$ cat src/rtl/uart_rx_led.sv
// 8N1 UART receiver: two-flop input synchroniser, baud-counting FSM, byte/valid/LED outputs.
// Frames with a low stop bit raise frame_err and park in BREAK until the line returns high.
module uart_rx_led #(
  parameter int BAUD_RATE  = 9600,
  parameter int CLOCK_FREQ = 100_000_000,
  parameter int BAUD_GEN   = CLOCK_FREQ / BAUD_RATE,
  parameter int HALF_GEN   = BAUD_GEN / 2
) (
  input  logic       clk,
  input  logic       rst,
  input  logic       rx,
  output logic [7:0] data_out,
  output logic       data_valid,
  output logic       frame_err,
  output logic       busy,
  output logic [3:0] led
);

  typedef enum logic [2:0] {
    S_IDLE,
    S_START,
    S_DATA,
    S_STOP,
    S_BREAK
  } state_t;

  localparam logic [15:0] C_FULL = 16'(BAUD_GEN - 1);
  localparam logic [15:0] C_HALF = 16'(HALF_GEN - 1);

  state_t      r_state;
  state_t      w_state_next;
  logic        r_sync1;
  logic        r_rx_s;
  logic [15:0] r_cnt;
  logic [2:0]  r_bit_count;
  logic [7:0]  r_shift;
  logic [7:0]  r_data_out;
  logic [3:0]  r_led;
  logic        r_data_valid;
  logic        r_frame_err;
  logic        r_busy;

  logic w_full_hit;
  logic w_half_hit;
  logic w_sample_data;
  logic w_stop_good;
  logic w_stop_bad;
  logic w_enter_data;
  logic w_cnt_clr;
  logic w_cnt_en;

  assign w_full_hit = (r_cnt == C_FULL);
  assign w_half_hit = (r_cnt == C_HALF);

  // Both synchroniser flops reset high so reset never looks like a start bit.
  always_ff @(posedge clk or posedge rst) begin
    if (rst) begin
      r_sync1 <= 1'b1;
      r_rx_s  <= 1'b1;
    end else begin
      // NOTE: non-blocking assignments keep every flop sampling pre-edge values.
      r_sync1 <= rx;
      r_rx_s  <= r_sync1;
    end
  end

  always_ff @(posedge clk or posedge rst) begin
    if (rst) r_state <= S_IDLE;
    else     r_state <= w_state_next;
  end

  always_comb begin
    // NOTE: default first so no path through the case leaves the signal unassigned (no latch).
    w_state_next = r_state;
    unique case (r_state)
      S_IDLE:  if (!r_rx_s) w_state_next = S_START;
      S_START: if (w_half_hit) w_state_next = r_rx_s ? S_IDLE : S_DATA;
      S_DATA:  if (w_full_hit && (r_bit_count == 3'd7)) w_state_next = S_STOP;
      S_STOP:  if (w_full_hit) w_state_next = r_rx_s ? S_IDLE : S_BREAK;
      S_BREAK: if (r_rx_s) w_state_next = S_IDLE;
      default: w_state_next = S_IDLE;
    endcase
  end

  always_comb begin
    w_sample_data = (r_state == S_DATA) && w_full_hit;
    w_stop_good   = (r_state == S_STOP) && w_full_hit && r_rx_s;
    w_stop_bad    = (r_state == S_STOP) && w_full_hit && !r_rx_s;
    w_enter_data  = (r_state == S_START) && (w_state_next == S_DATA);
    w_cnt_en      = (r_state == S_START) || (r_state == S_DATA) || (r_state == S_STOP);
    w_cnt_clr     = (w_state_next != r_state) || w_sample_data;
  end

  always_ff @(posedge clk or posedge rst) begin
    if (rst) begin
      r_cnt        <= '0;
      r_bit_count  <= '0;
      r_shift      <= '0;
      r_data_out   <= '0;
      r_led        <= '0;
      r_data_valid <= 1'b0;
      r_frame_err  <= 1'b0;
      r_busy       <= 1'b0;
    end else begin
      if (w_cnt_clr)     r_cnt <= '0;
      else if (w_cnt_en) r_cnt <= r_cnt + 16'd1;

      if (w_enter_data)       r_bit_count <= '0;
      else if (w_sample_data) r_bit_count <= r_bit_count + 3'd1;

      if (w_sample_data) r_shift <= {r_rx_s, r_shift[7:1]};

      r_data_valid <= w_stop_good;
      if (w_stop_good) begin
        r_data_out  <= r_shift;
        r_led       <= r_shift[3:0];
        r_frame_err <= 1'b0;
      end else if (w_stop_bad) begin
        r_frame_err <= 1'b1;
      end

      r_busy <= (w_state_next != S_IDLE);
    end
  end

  assign data_out   = r_data_out;
  assign led        = r_led;
  assign data_valid = r_data_valid;
  assign frame_err  = r_frame_err;
  assign busy       = r_busy;

endmodule

$ cat config.mk
export PLATFORM = sky130hd
export DESIGN_NAME = uart_rx_led
export DESIGN_NICKNAME = d
export VERILOG_FILES = /design/src/rtl/uart_rx_led.sv
export SDC_FILE = /design/constraint.sdc
export NUM_CORES = 1
export LEC_CHECK = 0
export CORE_AREA = 2 2 68 70
export CTS_CLUSTER_DIAMETER = 50
export DETAILED_ROUTE_END_ITERATION = 6
export DIE_AREA = 0 0 70 72
export GPL_TIMING_DRIVEN = 0
export PLACE_DENSITY = 0.68
export SLEW_MARGIN = 20
export SYNTH_ARGS = -nofsm -noshare
export SYNTH_HDL_FRONTEND = slang
export SYNTH_SLANG_ARGS = --single-unit
$ cat constraint.sdc
create_clock -name clk -period 2.2 [get_ports clk]
set_clock_uncertainty 0.2 [all_clocks]
set_input_delay 0.22 -clock clk [delete_from_list [all_inputs] [get_ports clk]]
set_output_delay 0.22 -clock clk [all_outputs]
set_load 0.02 [all_outputs]
==> results of run 1 <==
[cells in the final DEF, fill, tap and decap left out, drive strengths merged, types with 3 or more instances in the layout]
cell,n
nand4,4
and3,5
clkdlybuf4s50,17
mux2i,3
nand2,12
dfrtp,41
nor3,5
xor2,11
xnor2,5
nor4bb,3
mux2,16
nand3,4
nor2,23
a21oi,8
buf,17
ha,3
clkbuf,8
and4,4
[layer usage]
metal	global-route usage [%]	vias up	part of all wire (%)
met5	0	-	0
met4	8.33	0	2.0
met3	3.75	10	3.7
met2	29.0	30	51
met1	23.9	718	44
li1	-	693	-
[flip-flops by register name, indices dropped and copies added, names as in the netlist]
signal,cells
busy,1
data_out,8
data_valid,1
frame_err,1
r_bit_count,3
r_cnt,16
r_rx_s,1
r_shift,8
r_state,3
r_sync1,1
[worst max-delay path, stage by stage (launching register included)]
cell	delay (ns)
dfrtp_2	0.44
nor4_4	0.33
nand4_1	0.21
buf_4	0.20
nor3_4	0.20
buf_12	0.16
mux2_2	0.33
[cell usage after synthesis, drive strengths merged, types with 2 or more instances]
library cell   n  share of area (%)
dfrtp         41                 49
nor2          23                4.2
mux2          16                8.7
nand2         12                2.2
xor2          11                4.6
a21oi          8                2.1
buf            8                3.3
and3           5                1.5
nor3           5                1.7
xnor2          5                2.1
and4           4                1.7
nand3          4               0.96
nand4          4                1.2
clkbuf         3               0.72
ha             3                1.8
mux2i          3                1.4
nor4bb         3                1.4
and4bb         2                1.2
dfstp          2                2.5
nand2b         2               0.60
nor2b          2               0.60
o22ai          2               0.90
or2            2               0.72
[report_power, final]
part           internal (W)  switching (W)
Clock              0.000338       0.000268
Combinational    0.00000806      0.0000180
Sequential         0.000793     0.00000219
[logic make-up (layout without fill, tap and decap cells)]
| logic type | after synthesis | count (layout) | share of synthesized area [%] |
|---|---|---|---|
| buffers and inverters | 12 | 46 | 4.15 |
| and+or+nand+nor | 74 | 74 | 20.8 |
| AOI/OAI and AO/OA | 14 | 14 | 4.46 |
| muxes | 19 | 19 | 10.1 |
| xor gates and xnor gates | 16 | 16 | 6.74 |
| adders and majority gates | 3 | 3 | 1.81 |
| DFF | 43 | 43 | 51.9 |
[through the flow]
stage | cells | TNS [ns] | util (%) | total power (W) | hold slack (ns)
2_1_floorplan | 181 | 0 | - | 0.000824 | 0.0245
3_3_place_gp | 250 | 0 | 54.3 | 0.000832 | 0.147
3_5_place_dp | 251 | -0.915 | 54.7 | 0.000838 | 0.147
4_1_cts | 260 | 0 | 57.8 | 0.00144 | 0.00206
5_1_grt | 267 | -0.545 | 60.0 | 0.00149 | 0.0223
6_report | 267 | 0 | 60.0 | 0.00143 | -0.0109
[layout make-up]
class	count	area, sq um	area share, %
flip-flops and latches	43	1080	42.3
multi-input cells	126	946	37.0
repair buffers	26	263	10.3
plain buffers	11	86.3	3.38
clock buffers	5	68.8	2.69
well taps	52	65.1	2.54
clock inverters	3	43.8	1.71
inverters	1	3.75	0.147
[repair_timing]
| action | CTS | global route |
|---|---|---|
| hold buffers | 0 | 0 |
| cloned | 0 | 0 |
| endpoints found under the setup margin | 18 | 33 |
| resized for setup | 2 | 8 |
| pin swaps | 1 | 4 |
| setup buffers | 1 | 7 |
[worst max path at each step]
stage,from,to,slack (ns),cells past startpoint
2_1_floorplan,r_cnt[0]$_DFFE_PP0P_,busy$_DFF_PP0_,0.21,7
3_3_place_gp,r_cnt[0]$_DFFE_PP0P_,data_out[4]$_DFFE_PP0P_,0.004,5
3_5_place_dp,r_cnt[0]$_DFFE_PP0P_,data_out[4]$_DFFE_PP0P_,-0.10,5
4_1_cts,r_cnt[0]$_DFFE_PP0P_,data_out[1]$_DFFE_PP0P_,0.01,5
5_1_grt,r_cnt[14]$_DFFE_PP0P_,data_out[2]$_DFFE_PP0P_,-0.07,6
6_report,r_cnt[14]$_DFFE_PP0P_,data_out[3]$_DFFE_PP0P_,0.02,6
==> flow_summary.toml, run 1 <==
[status]
outcome = "finished with violations"
violations = "hold timing"

[setup_path]
critPathArrivalTime_ns = 2.17
cp-start-kind = "flip-flop"
cp-end-kind = "flip-flop"
r2r_end = "data_out[3]$_DFFE_PP0P_"
reg2reg_depth = 6
rr_startpoint = "r_cnt[14]$_DFFE_PP0P_"
path_class = "reg2reg"
critical_path_peak_fanout = 8
required_ns = 2.19
r2r_setup_slack_ns = 0.02

[floorplanning]
ios = 18
die-area_sq_um = 5040
rows = 24
die_w_um = 70
core-area_sq_um = 4260
start_util_pct = 48.7
die_y_um = 72

[sta]
worst_slack_ns = 0.0175
fin_hold_ws_ns = -0.0109
relSlewSlack_pct = 68.9
tightest_slew_ns = 0.463
fin_crit_sh_pct = 99.2
fmax_ghz = 0.458
final-hold-violation-count = 13
slew_violations = 0
finalCriticalPeriod_ns = 2.18
rsz0062_at_grt = "true"
setup_viol_count_final = 0

[final_layout]
diodes = 0
area_growth_syn_to_layout_pct = 23.1
fin_area_sq_um = 2560
fin_nets = 220
fillers = 365
drive_above_1_share_pct = 27.9

[route]
drt_iter0_markers = 157
routed_via_density = 5.43
ant_nets = 0
firstDrtPassIters = 4
wire_per_inst_um = 15.5
vias = 1451
drt-total-wl_mm = 4.14
drc = 0

[clock_network]
cts_tree = "done"
clock_latency_ns = 0.30
clk_pin_slew_ns = 0.08
cts.sinks = 43
htreeDepth = 2
cts-root-buf = "clkbuf_8"
cts_max_path_buffers = 2
cts_buffers = 5

[yosys]
syn_avg_cell_area_sq_um = 11.5
synth_edf_count = 0
async_reset_ff_share_pct = 100
synth_ff_type = "dfrtp_1"
ys_seq_elements = 43
ys.warnings.count = 0
synth_cells = 181
synth_area_sq_um = 2080
ys_seq_area_share_pct = 51.9
syn-num-nets = 187
ys_types = 40

[min_path]
min_path_type = "in2async"

[global_routing]
grt_pass1_vias = 1444
grt_max_degree = 31
antenna_found_initial = 0
grt_pass1_wl_mm = 7.18
gr-total-overflow = 0
grt_use_total_pct = 18.1

[place]
dpl_cell_area_sq_um = 2330
finalWeightedCongestion = 0.816
io_buffers = 17
dp_hpwl_mm = 2.87
dp_slack_ns = -0.104

[pwr]
p_leak_nw = 1.17
p_per_area_nw_per_um2 = 558
vdd_drop_max_mv = 0.418

[flow_run]
maxCapViolCount = 0
No activity file was read; power rests on OpenSTA's default activity.
==> run 2, diff against run 1 <==
Settings changed: CELL_PAD_IN_SITES_DETAIL_PLACEMENT set to 1, CELL_PAD_IN_SITES_GLOBAL_PLACEMENT set to 1, CORE_AREA 2 2 68 70 to 2 2 71 73, DIE_AREA 0 0 70 72 to 0 0 73 75, PLACE_DENSITY 0.68 to 0.75.
==> flow_summary.toml, run 2 (synthesized netlist as in run 1, its figures left out) <==
[setup_path]
cp-start-kind = "flip-flop"
startpoint = "r_cnt[15]$_DFFE_PP0P_"
r2r_end = "data_out[6]$_DFFE_PP0P_"
r2r_setup_slack_ns = 0.05
critical_path_peak_fanout = 5
reg2reg_depth = 6
cp-end-kind = "flip-flop"
required_ns = 2.19
path_class = "reg2reg"
rr_startpoint = "r_cnt[15]$_DFFE_PP0P_"
crit_path_end = "data_out[6]$_DFFE_PP0P_"
critPathArrivalTime_ns = 2.14

[final_layout]
drive_above_1_share_pct = 28.4
fin_nets = 220
area_growth_syn_to_layout_pct = 21.7
seq_area_sq_um = 1080
multi_input_area_sq_um = 948
fillers = 519
layout_commonest_cell = "dfrtp_1"
fin_area_sq_um = 2530
diodes = 0
regMostFlops = "r_cnt"
largest_reg_flops = 16
layout_common_cells = "39 x dfrtp_1, 23 x nor2_1, 17 x clkdlybuf4s50_1"
final_cells = 269

[place]
finalWeightedCongestion = 0.809
io_buffers = 17
dp_hpwl_mm = 3.21
dp_slack_ns = -0.0766
dp.cells = 253
dpl_cell_area_sq_um = 2340

[clock_network]
clk_pin_slew_ns = 0.09
cts_max_path_buffers = 2
cts.sinks = 43
cts_tree = "done"
cts_hold_buf = 0
htreeDepth = 2
cts-root-buf = "clkbuf_8"
cts_buffers = 5
clock_latency_ns = 0.30

[floorplanning]
die_w_um = 73
core-area_sq_um = 4660
die_y_um = 75
die-area_sq_um = 5480
rows = 25
start_util_pct = 44.6
ios = 18

[sta]
relSlewSlack_pct = 67.3
setup_viol_count_final = 0
slew_violations = 0
worst_slack_ns = 0.0484
rsz0062_at_grt = "true"
finalCriticalPeriod_ns = 2.15
fin_crit_sh_pct = 97.8
fmax_ghz = 0.465
final-hold-violation-count = 0
tightest_slew_ns = 0.487

[status]
outcome = "finished, final reports clean"

[route]
routed_via_density = 5.51
wire_per_inst_um = 16.6
drc = 0
ant_nets = 0
drt_iter0_markers = 39
drt-total-wl_mm = 4.46
firstDrtPassIters = 4
vias = 1483

[global_routing]
grt_pass1_vias = 1616
antenna_found_initial = 0
gr-total-overflow = 0
grt_use_total_pct = 18.3
grt_max_degree = 28
grt_pass1_wl_mm = 7.61

[min_path]
min_path_type = "in2async"

[pwr]
p_per_area_nw_per_um2 = 531
p_leak_nw = 1.15
vdd_drop_max_mv = 0.334

[flow_run]
maxCapViolCount = 0
==> run 2: per-layer routing <==
layer	global-route usage, %	part of all wire [%]	up-vias	wire length (um)
met3	4.55	2.2	12	97
met5	0	0	-	0
met2	33.6	53	21	2390
met1	20.4	42	765	1870
met4	6.79	2.4	0	106
li1	-	-	685	-
==> run 2: worst min-delay path by stage <==
stage / from / endpoint / slack (ns) / cells after the start
2_1_floorplan: rx / r_sync1$_DFF_PP1_ / 0.02 / 0
3_3_place_gp: r_sync1$_DFF_PP1_ / r_rx_s$_DFF_PP1_ / 0.16 / 0
3_5_place_dp: r_sync1$_DFF_PP1_ / r_rx_s$_DFF_PP1_ / 0.15 / 0
4_1_cts: rst / r_state[2]$_DFF_PP0_ / 0.02 / 2
5_1_grt: rst / r_state[2]$_DFF_PP0_ / 0.03 / 2
6_report: rst / r_state[2]$_DFF_PP0_ / 0.02 / 2
==> run 2: metrics by stage <==
stage	power, W	hold WS, ns	util (%)	TNS [ns]
finish	0.00134	0.0166	54.3	0
global route	0.00139	0.0331	54.3	-0.304
CTS	0.00136	0.0174	52.5	0
detailed placement	0.000838	0.154	50.1	-0.880
global placement	0.000832	0.155	49.7	-0.190
floorplan	0.000824	0.0245	-	0
==> run 2: critical path, cell delays in order, from the launching register on <==
cell     delay (ns)
dfrtp_1        0.41
nor4_4         0.35
nand4_1        0.22
buf_4          0.20
nor3_4         0.18
buf_6          0.15
mux2_2         0.33
==> run 2: repair_timing <==
item                                    CTS  global route
endpoints found under the setup margin   18            29
resized for setup                         2             7
pin swaps                                 1             4
setup buffers                             1             7
==> run 2: layout make-up <==
class / instances / area share, %
Multi-Input combinational cell: 126 / 37.5
Buffer: 11 / 3.26
Inverter: 1 / 0.148
Tap cell: 54 / 2.67
Timing Repair Buffer: 26 / 10.0
Sequential cell: 43 / 42.7
Clock inverter: 3 / 0.940
Clock buffer: 5 / 2.72
==> run 2: power by group <==
part           internal, W  switching (W)
combinational   0.00000802      0.0000181
sequential        0.000793     0.00000241
clock             0.000227       0.000294
total              0.00103       0.000314
